<file path="src/rtl/sc_irseq_pkg.sv">
// Shared encodings for the uDataPath IR sequencer:
// FSM states, ALU op codes, ARC opcode fields and fault codes.
package sc_irseq_pkg;

  typedef enum logic [2:0] {
    S_IDLE   = 3'd0,
    S_FETCH  = 3'd1,
    S_LOADIR = 3'd2,
    S_DECODE = 3'd3,
    S_EXEC   = 3'd4,
    S_MEMACC = 3'd5,
    S_WB     = 3'd6,
    S_FAULT  = 3'd7
  } state_t;

  typedef enum logic [1:0] {
    C_SETHI = 2'd0,
    C_ARITH = 2'd1,
    C_LD    = 2'd2,
    C_ST    = 2'd3
  } iclass_t;

  localparam int ALU_NOP   = 0;
  localparam int ALU_ADD   = 1;
  localparam int ALU_AND   = 2;
  localparam int ALU_OR    = 3;
  localparam int ALU_ORN   = 4;
  localparam int ALU_SRL   = 5;
  localparam int ALU_SETHI = 6;

  localparam logic [1:0] OP_FMT2 = 2'b00;
  localparam logic [1:0] OP_ALU  = 2'b10;
  localparam logic [1:0] OP_MEM  = 2'b11;

  localparam logic [2:0] OP2_SETHI = 3'b100;

  localparam logic [5:0] OP3_ADDCC = 6'b010000;
  localparam logic [5:0] OP3_ANDCC = 6'b010001;
  localparam logic [5:0] OP3_ORCC  = 6'b010010;
  localparam logic [5:0] OP3_ORNCC = 6'b010110;
  localparam logic [5:0] OP3_SRL   = 6'b100110;
  localparam logic [5:0] OP3_LD    = 6'b000000;
  localparam logic [5:0] OP3_ST    = 6'b000100;

  localparam logic [1:0] FC_NONE  = 2'b00;
  localparam logic [1:0] FC_ILL   = 2'b01;
  localparam logic [1:0] FC_FETCH = 2'b10;
  localparam logic [1:0] FC_MEM   = 2'b11;

endpackage

</file>
<file path="src/rtl/sc_irseq_decode.sv">
// Combinational instruction classifier for the IR sequencer:
// maps OP/OP2/OP3 onto class, ALU op and legality.
module sc_irseq_decode
  import sc_irseq_pkg::*;
#(
  parameter int ALUOP_WIDTH = 4
) (
  input  logic [1:0]             i_op,
  input  logic [2:0]             i_op2,
  input  logic [5:0]             i_op3,
  output iclass_t                o_class,
  output logic [ALUOP_WIDTH-1:0] o_aluop,
  output logic                   o_legal
);

  logic w_sethi;
  logic w_alu;
  logic w_mem;

  assign w_sethi = (i_op == OP_FMT2) && (i_op2 == OP2_SETHI);
  assign w_alu   = (i_op == OP_ALU);
  assign w_mem   = (i_op == OP_MEM);

  always_comb begin
    o_class = C_ARITH;
    o_aluop = ALUOP_WIDTH'(ALU_NOP);
    o_legal = 1'b0;
    unique case (1'b1)
      w_sethi: begin
        o_class = C_SETHI;
        o_aluop = ALUOP_WIDTH'(ALU_SETHI);
        o_legal = 1'b1;
      end
      w_alu: begin
        o_class = C_ARITH;
        o_legal = 1'b1;
        case (i_op3)
          OP3_ADDCC: o_aluop = ALUOP_WIDTH'(ALU_ADD);
          OP3_ANDCC: o_aluop = ALUOP_WIDTH'(ALU_AND);
          OP3_ORCC:  o_aluop = ALUOP_WIDTH'(ALU_OR);
          OP3_ORNCC: o_aluop = ALUOP_WIDTH'(ALU_ORN);
          OP3_SRL:   o_aluop = ALUOP_WIDTH'(ALU_SRL);
          default:   o_legal = 1'b0;
        endcase
      end
      w_mem: begin
        o_aluop = ALUOP_WIDTH'(ALU_ADD);
        o_legal = 1'b1;
        case (i_op3)
          OP3_LD:  o_class = C_LD;
          OP3_ST:  o_class = C_ST;
          default: o_legal = 1'b0;
        endcase
      end
      default: ;
    endcase
  end

endmodule

</file>
<file path="src/rtl/sc_ir_sequencer.sv">
// Fetch/decode/execute controller for the uDataPath instruction
// register: Moore FSM, memory wait counter and output decode.
module sc_ir_sequencer
  import sc_irseq_pkg::*;
#(
  parameter logic [7:0] MEM_TIMEOUT = 8'd32,
  parameter int         ALUOP_WIDTH = 4
) (
  input  logic                   SC_IRSeq_CLOCK_50,
  input  logic                   SC_RegIR_Reset_InHigh,
  input  logic                   SC_IRSeq_Run_InHigh,
  input  logic                   SC_IRSeq_MemReady_InHigh,
  input  logic [1:0]             SC_IRSeq_OP,
  input  logic [2:0]             SC_IRSeq_OP2,
  input  logic [5:0]             SC_IRSeq_OP3,
  input  logic                   SC_IRSeq_BIT13,
  output logic                   SC_IRSeq_MemRead_Out,
  output logic                   SC_IRSeq_MemWrite_Out,
  output logic                   SC_IRSeq_IRWrite_Out,
  output logic                   SC_IRSeq_PCWrite_Out,
  output logic                   SC_IRSeq_RegWrite_Out,
  output logic                   SC_IRSeq_EnableBusA_Out,
  output logic                   SC_IRSeq_EnableBusB_Out,
  output logic                   SC_IRSeq_UseImm_Out,
  output logic [ALUOP_WIDTH-1:0] SC_IRSeq_ALUOp_Out,
  output logic [2:0]             SC_IRSeq_State_Out,
  output logic [1:0]             SC_IRSeq_FaultCode_Out
);

  state_t                   r_state;
  state_t                   w_next;
  logic [7:0]               r_wait;
  logic [1:0]               r_fault;
  logic [1:0]               w_fault_nxt;
  iclass_t                  w_class;
  logic [ALUOP_WIDTH-1:0]   w_aluop;
  logic                     w_legal;
  logic                     w_waiting;
  logic                     w_timeout;
  logic                     w_ready;
  logic                     w_run;

  assign w_ready = SC_IRSeq_MemReady_InHigh;
  assign w_run   = SC_IRSeq_Run_InHigh;

  sc_irseq_decode #(
    .ALUOP_WIDTH(ALUOP_WIDTH)
  ) u_decode (
    .i_op    (SC_IRSeq_OP),
    .i_op2   (SC_IRSeq_OP2),
    .i_op3   (SC_IRSeq_OP3),
    .o_class (w_class),
    .o_aluop (w_aluop),
    .o_legal (w_legal)
  );

  assign w_waiting = (r_state == S_FETCH) || (r_state == S_MEMACC);
  // Ready in the limit cycle is handled first, so it beats the timeout.
  assign w_timeout = (MEM_TIMEOUT != 8'd0) && !w_ready
                   && (r_wait == MEM_TIMEOUT - 8'd1);

  always_ff @(posedge SC_IRSeq_CLOCK_50 or posedge SC_RegIR_Reset_InHigh) begin
    if (SC_RegIR_Reset_InHigh) begin
      r_state <= S_IDLE;
      r_wait  <= 8'd0;
      r_fault <= FC_NONE;
    end else begin
      r_state <= w_next;
      r_fault <= w_fault_nxt;
      if (w_waiting && (w_next == r_state))
        r_wait <= r_wait + 8'd1;
      else
        r_wait <= 8'd0;
    end
  end

  always_comb begin
    w_next      = r_state;
    w_fault_nxt = r_fault;
    case (r_state)
      S_IDLE:   if (w_run) w_next = S_FETCH;
      S_FETCH: begin
        if (w_ready) begin
          w_next = S_LOADIR;
        end else if (w_timeout) begin
          w_next      = S_FAULT;
          w_fault_nxt = FC_FETCH;
        end
      end
      S_LOADIR: w_next = S_DECODE;
      S_DECODE: begin
        if (!w_legal) begin
          w_next      = S_FAULT;
          w_fault_nxt = FC_ILL;
        end else if (w_class == C_SETHI) begin
          w_next = S_WB;
        end else begin
          w_next = S_EXEC;
        end
      end
      S_EXEC: begin
        if ((w_class == C_LD) || (w_class == C_ST))
          w_next = S_MEMACC;
        else
          w_next = S_WB;
      end
      S_MEMACC: begin
        if (w_ready) begin
          if (w_class == C_LD) w_next = S_WB;
          else w_next = w_run ? S_FETCH : S_IDLE;
        end else if (w_timeout) begin
          w_next      = S_FAULT;
          w_fault_nxt = FC_MEM;
        end
      end
      S_WB:     w_next = w_run ? S_FETCH : S_IDLE;
      default:  w_next = S_FAULT;
    endcase
  end

  always_comb begin
    SC_IRSeq_MemRead_Out    = 1'b0;
    SC_IRSeq_MemWrite_Out   = 1'b0;
    SC_IRSeq_IRWrite_Out    = 1'b0;
    SC_IRSeq_PCWrite_Out    = 1'b0;
    SC_IRSeq_RegWrite_Out   = 1'b0;
    SC_IRSeq_EnableBusA_Out = 1'b0;
    SC_IRSeq_EnableBusB_Out = 1'b0;
    SC_IRSeq_UseImm_Out     = 1'b0;
    SC_IRSeq_ALUOp_Out      = ALUOP_WIDTH'(ALU_NOP);
    case (r_state)
      S_FETCH:  SC_IRSeq_MemRead_Out = 1'b1;
      S_LOADIR: SC_IRSeq_IRWrite_Out = 1'b1;
      S_DECODE: SC_IRSeq_PCWrite_Out = w_legal;
      S_EXEC: begin
        SC_IRSeq_EnableBusA_Out = 1'b1;
        SC_IRSeq_EnableBusB_Out = !SC_IRSeq_BIT13;
        SC_IRSeq_UseImm_Out     = SC_IRSeq_BIT13;
        SC_IRSeq_ALUOp_Out      = w_aluop;
      end
      S_MEMACC: begin
        SC_IRSeq_MemRead_Out    = (w_class == C_LD);
        SC_IRSeq_MemWrite_Out   = (w_class == C_ST);
        SC_IRSeq_EnableBusA_Out = 1'b1;
        SC_IRSeq_EnableBusB_Out = !SC_IRSeq_BIT13;
        SC_IRSeq_UseImm_Out     = SC_IRSeq_BIT13;
        SC_IRSeq_ALUOp_Out      = ALUOP_WIDTH'(ALU_ADD);
      end
      S_WB: begin
        SC_IRSeq_RegWrite_Out = 1'b1;
        SC_IRSeq_ALUOp_Out    = w_aluop;
      end
      default: ;
    endcase
  end

  assign SC_IRSeq_State_Out     = r_state;
  assign SC_IRSeq_FaultCode_Out = r_fault;

endmodule
</file>
<file path="config.mk">
export PLATFORM = sky130hd
export DESIGN_NAME = sc_ir_sequencer
export DESIGN_NICKNAME = d
export VERILOG_FILES = /design/src/rtl/sc_irseq_pkg.sv /design/src/rtl/sc_irseq_decode.sv /design/src/rtl/sc_ir_sequencer.sv
export SDC_FILE = /design/constraint.sdc
export NUM_CORES = 1
export LEC_CHECK = 0
export ABC_CLOCK_PERIOD_IN_PS = 1850
export CORE_MARGIN = 3
export CORE_UTILIZATION = 39
export CTS_CLUSTER_DIAMETER = 200
export DETAILED_ROUTE_END_ITERATION = 12
export DONT_BUFFER_PORTS = 1
export PLACE_DENSITY = 0.6
export SLEW_MARGIN = 20
export SYNTH_ARGS = -nofsm -noshare
export SYNTH_HDL_FRONTEND = slang
export SYNTH_SLANG_ARGS = --single-unit
</file>
<file path="constraint.sdc">
create_clock -name SC_IRSeq_CLOCK_50 -period 1.85 [get_ports SC_IRSeq_CLOCK_50]
set_input_delay 0 -clock SC_IRSeq_CLOCK_50 [delete_from_list [all_inputs] [get_ports SC_IRSeq_CLOCK_50]]
set_output_delay 0 -clock SC_IRSeq_CLOCK_50 [all_outputs]
set_load 0.01 [all_outputs]
</file>
==> impl_results.md <==
* Status: finished, final reports clean
* I/O Pins at 33
* Peak VDD IR at 0.5091 mV
* Fmax at 624.9 MHz
* Xor/xnor share of the synthesized area at 6.703%
* Register area share after synthesis at 35.57%
* Post-route setup slack at 249.6 ps
* Pin count of the biggest net entering global routing at 14
* Sum of negative setup slack at 0 ps
* Wire per inst at 14.54 um
* Endpoint type of the worst setup path: flip-flop
* Crit Path Category: flip-flop to flip-flop
* Gp weighted congestion at between 0.7 and 0.8
* Hold path cells at 3
* Worst hold slack at 26.35 ps
* Clk_skew at about 2.4 ps
* EDFF count, synth at 0
* # diodes at 0
* Minimum clock period at 1600 ps
* Placed cell area at around 940 um^2
* Global-route wire length before repair at 3.436 mm
* Hold Crit Class: input port to flip-flop
* Initial Util at 43.93%
* Post-detail-place hpwl at 1.670 mm
* Share of the synthesized area in the top cell type at 35.57%
* Placed insts at 140
* FF+latch count, synth at 13
* Cell count after synthesis at 115
* Max cap viols at 0
* Finished Layout Cells at 147
* Post-Synth Adder-Cell Area at about 1.4%
* Design area at 1001 um^2
* Clk_lat worst skew at 270 ps
* R2R cell count at 5
* RSZ-0062 raised after global routing: false
* Asr flop ratio synth at 100.0%
* DRC viols at 0
* Num CTS Buffers at 3
* Power Density at 924.7 nW/um^2
* CP arrival at 1810 ps
* Main combinational cell family by area after synthesis: simple AND/OR/NAND/NOR gates
* Most used DFF post-synth: dfrtp_1
* Initial antenna violation count at 0
* Fin. Hold Viols at 0
* Sink Count at 13
* Mux contribution to synthesized area at 0%
* Layout cells sized above 1 at ~7.5%
* Total Routed Length at 2.137 mm
* Antenna-violating nets left at 0
* Netlist cell types at 36
* Ranking of synthesized cells by area: dfrtp_1 (36%), nor2_1 (8.6%), xor2_1 (4.8%)
* Synthesized Nets at roughly 130
* Post-synthesis compound-gate area fraction at between 10% and 20%
* Drt first pass iters at 4
* Ys Warns at 0
* Mapped cell area at 914.6 um^2
* Clock root cell: clkbuf_4
* Crit path required time at ~2100 ps
* Die width at 54.43 um
* Postcts setup bufs at 0
* Vias in the first global route at 778
* Post-synth top area cell: dfrtp_1
* Tot GR Track Use at 15.96%
* Post-synthesis simple-gate area fraction at a little over a third
* CTS Hold Bufs at 3
* Drt via density at ~5.7
* Area Overhead vs Synth at 9.439%
* Worst setup SP type: flip-flop
* Synth cell count leaders: nor2_1 (21), dfrtp_1 (13), nand2_1 (10)
* Buffers added on ports at 0
* Nets at 138
* Placement row count at 16
* Max Slew Vio Count at 0
* Period Utilization, post-route at 86.51%
* Total gr overflow at 0
* # H-tree levels at 1
* Number of gates resized after CTS at 0
* Hold Startpoint: SC_IRSeq_MemReady_InHigh
* Setup slack after placement at approximately 290 ps
* CP max FO at 4
* Core area at about 2100 um^2
* DRT iter0 DRCs at 20
* Synthesized area per cell at 7.953 um^2
* Worst R2R Start: r_wait[5]$_DFF_PP0_
* Die Height at between 50 and 60 um
* CTS tree: built
* Reg2Reg Capture Point: SC_IRSeq_State_Out[1]$_DFF_PP0_
* Hold Path End: SC_IRSeq_State_Out[1]$_DFF_PP0_
* Die Footprint at 2962 um^2
* Count leader, synth: nor2_1
* Clock tree buffer depth at 2
* R2R setup slack at between 200 and 250 ps
* Reg clk slew, reported paths at 80 ps
* # setup viols final at 0
* Vias at 841
* Lkg Pwr at 0.4095 nW
-- placed cells by master (no fill, tap or decap), types with 3 or more instances in the layout --
| master | n |
|---|---|
| and3_1 | 4 |
| clkbuf_4 | 3 |
| dfrtp_1 | 13 |
| o21ai_0 | 5 |
| a21oi_1 | 5 |
| o211ai_1 | 3 |
| nand2b_1 | 4 |
| o31ai_1 | 3 |
| nand4_1 | 3 |
| dlygate4sd3_1 | 3 |
| nand2_1 | 10 |
| xor2_1 | 5 |
| and2_1 | 3 |
| nor2_1 | 21 |
| inv_1 | 4 |
-- final cells by class --
type                    count  area (um^2)
repair buffers              5        45.04
flip-flops and latches     13        325.3
fillers                   210         1081
inverters                   4        15.01
well taps                  27        33.78
multi-input cells          94        555.5
clock buffers               4        26.28
-- power breakdown --
group	leakage [nW]	switching [mW]	total, mW	internal (mW)
clock	0.0150	0.0883	0.172	0.0835
sequential	0.165	0.0821	0.399	0.317
combinational	0.230	0.210	0.354	0.145
-- how the worst max path moves through the flow --
stage                                    startpoint                               to  slack (ps)  cells past startpoint
floorplan                       r_wait[5]$_DFF_PP0_              r_wait[2]$_DFF_PP0_         350                      3
global placement                r_wait[5]$_DFF_PP0_  SC_IRSeq_State_Out[1]$_DFF_PP0_         320                      5
detailed placement              r_wait[5]$_DFF_PP0_  SC_IRSeq_State_Out[1]$_DFF_PP0_         290                      5
CTS                 SC_IRSeq_State_Out[0]$_DFF_PP0_            SC_IRSeq_ALUOp_Out[0]         240                      2
global route                    r_wait[5]$_DFF_PP0_  SC_IRSeq_State_Out[1]$_DFF_PP0_         140                      5
finish                          r_wait[5]$_DFF_PP0_  SC_IRSeq_State_Out[1]$_DFF_PP0_         250                      5
-- state kept, by name (all words and copies together) (netlist names) --
name and flops:
SC_IRSeq_FaultCode_Out 2, SC_IRSeq_State_Out 3, r_wait 8
-- kinds of logic (layout without fill, tap and decap cells) --
family | after synthesis | count (layout)
AND/OR/NAND/NOR | 62 | 62
AO/OA/AOI/OAI | 23 | 23
flip-flops | 13 | 13
buffers and inverters | 8 | 13
XOR/XNOR | 7 | 7
adder cells (fa/ha/maj) | 1 | 1
other | 1 | 1
-- metal layers --
layer  track usage, %  part of all wire, %  vias to the layer above  routed length, um
li1                 -                    -                      415                  -
met1            20.81                   43                      394                928
met2            25.50                   48                       32               1025
met3            6.812                  8.6                        0                184
met4            1.245                    0                        0                  0
met5                0                    0                        -                  0
-- stage by stage --
| stage | power [mW] | utilization (%) |
|---|---|---|
| finish | 0.9256 | 48.08 |
| global placement | 0.7511 | 45.37 |
| floorplan | 0.6766 | - |
| global route | 1.000 | 48.08 |
| CTS | 0.9316 | 48.08 |
| detailed placement | 0.7538 | 45.37 |
-- worst max-delay path, cell delays in order (launching register included) --
cell     delay [ps]
dfrtp_1         420
or4_1           560
nor2_1          230
o31ai_1          90
nor2_1          110
o32a_1          130
(Power assumes the default switching activity.)
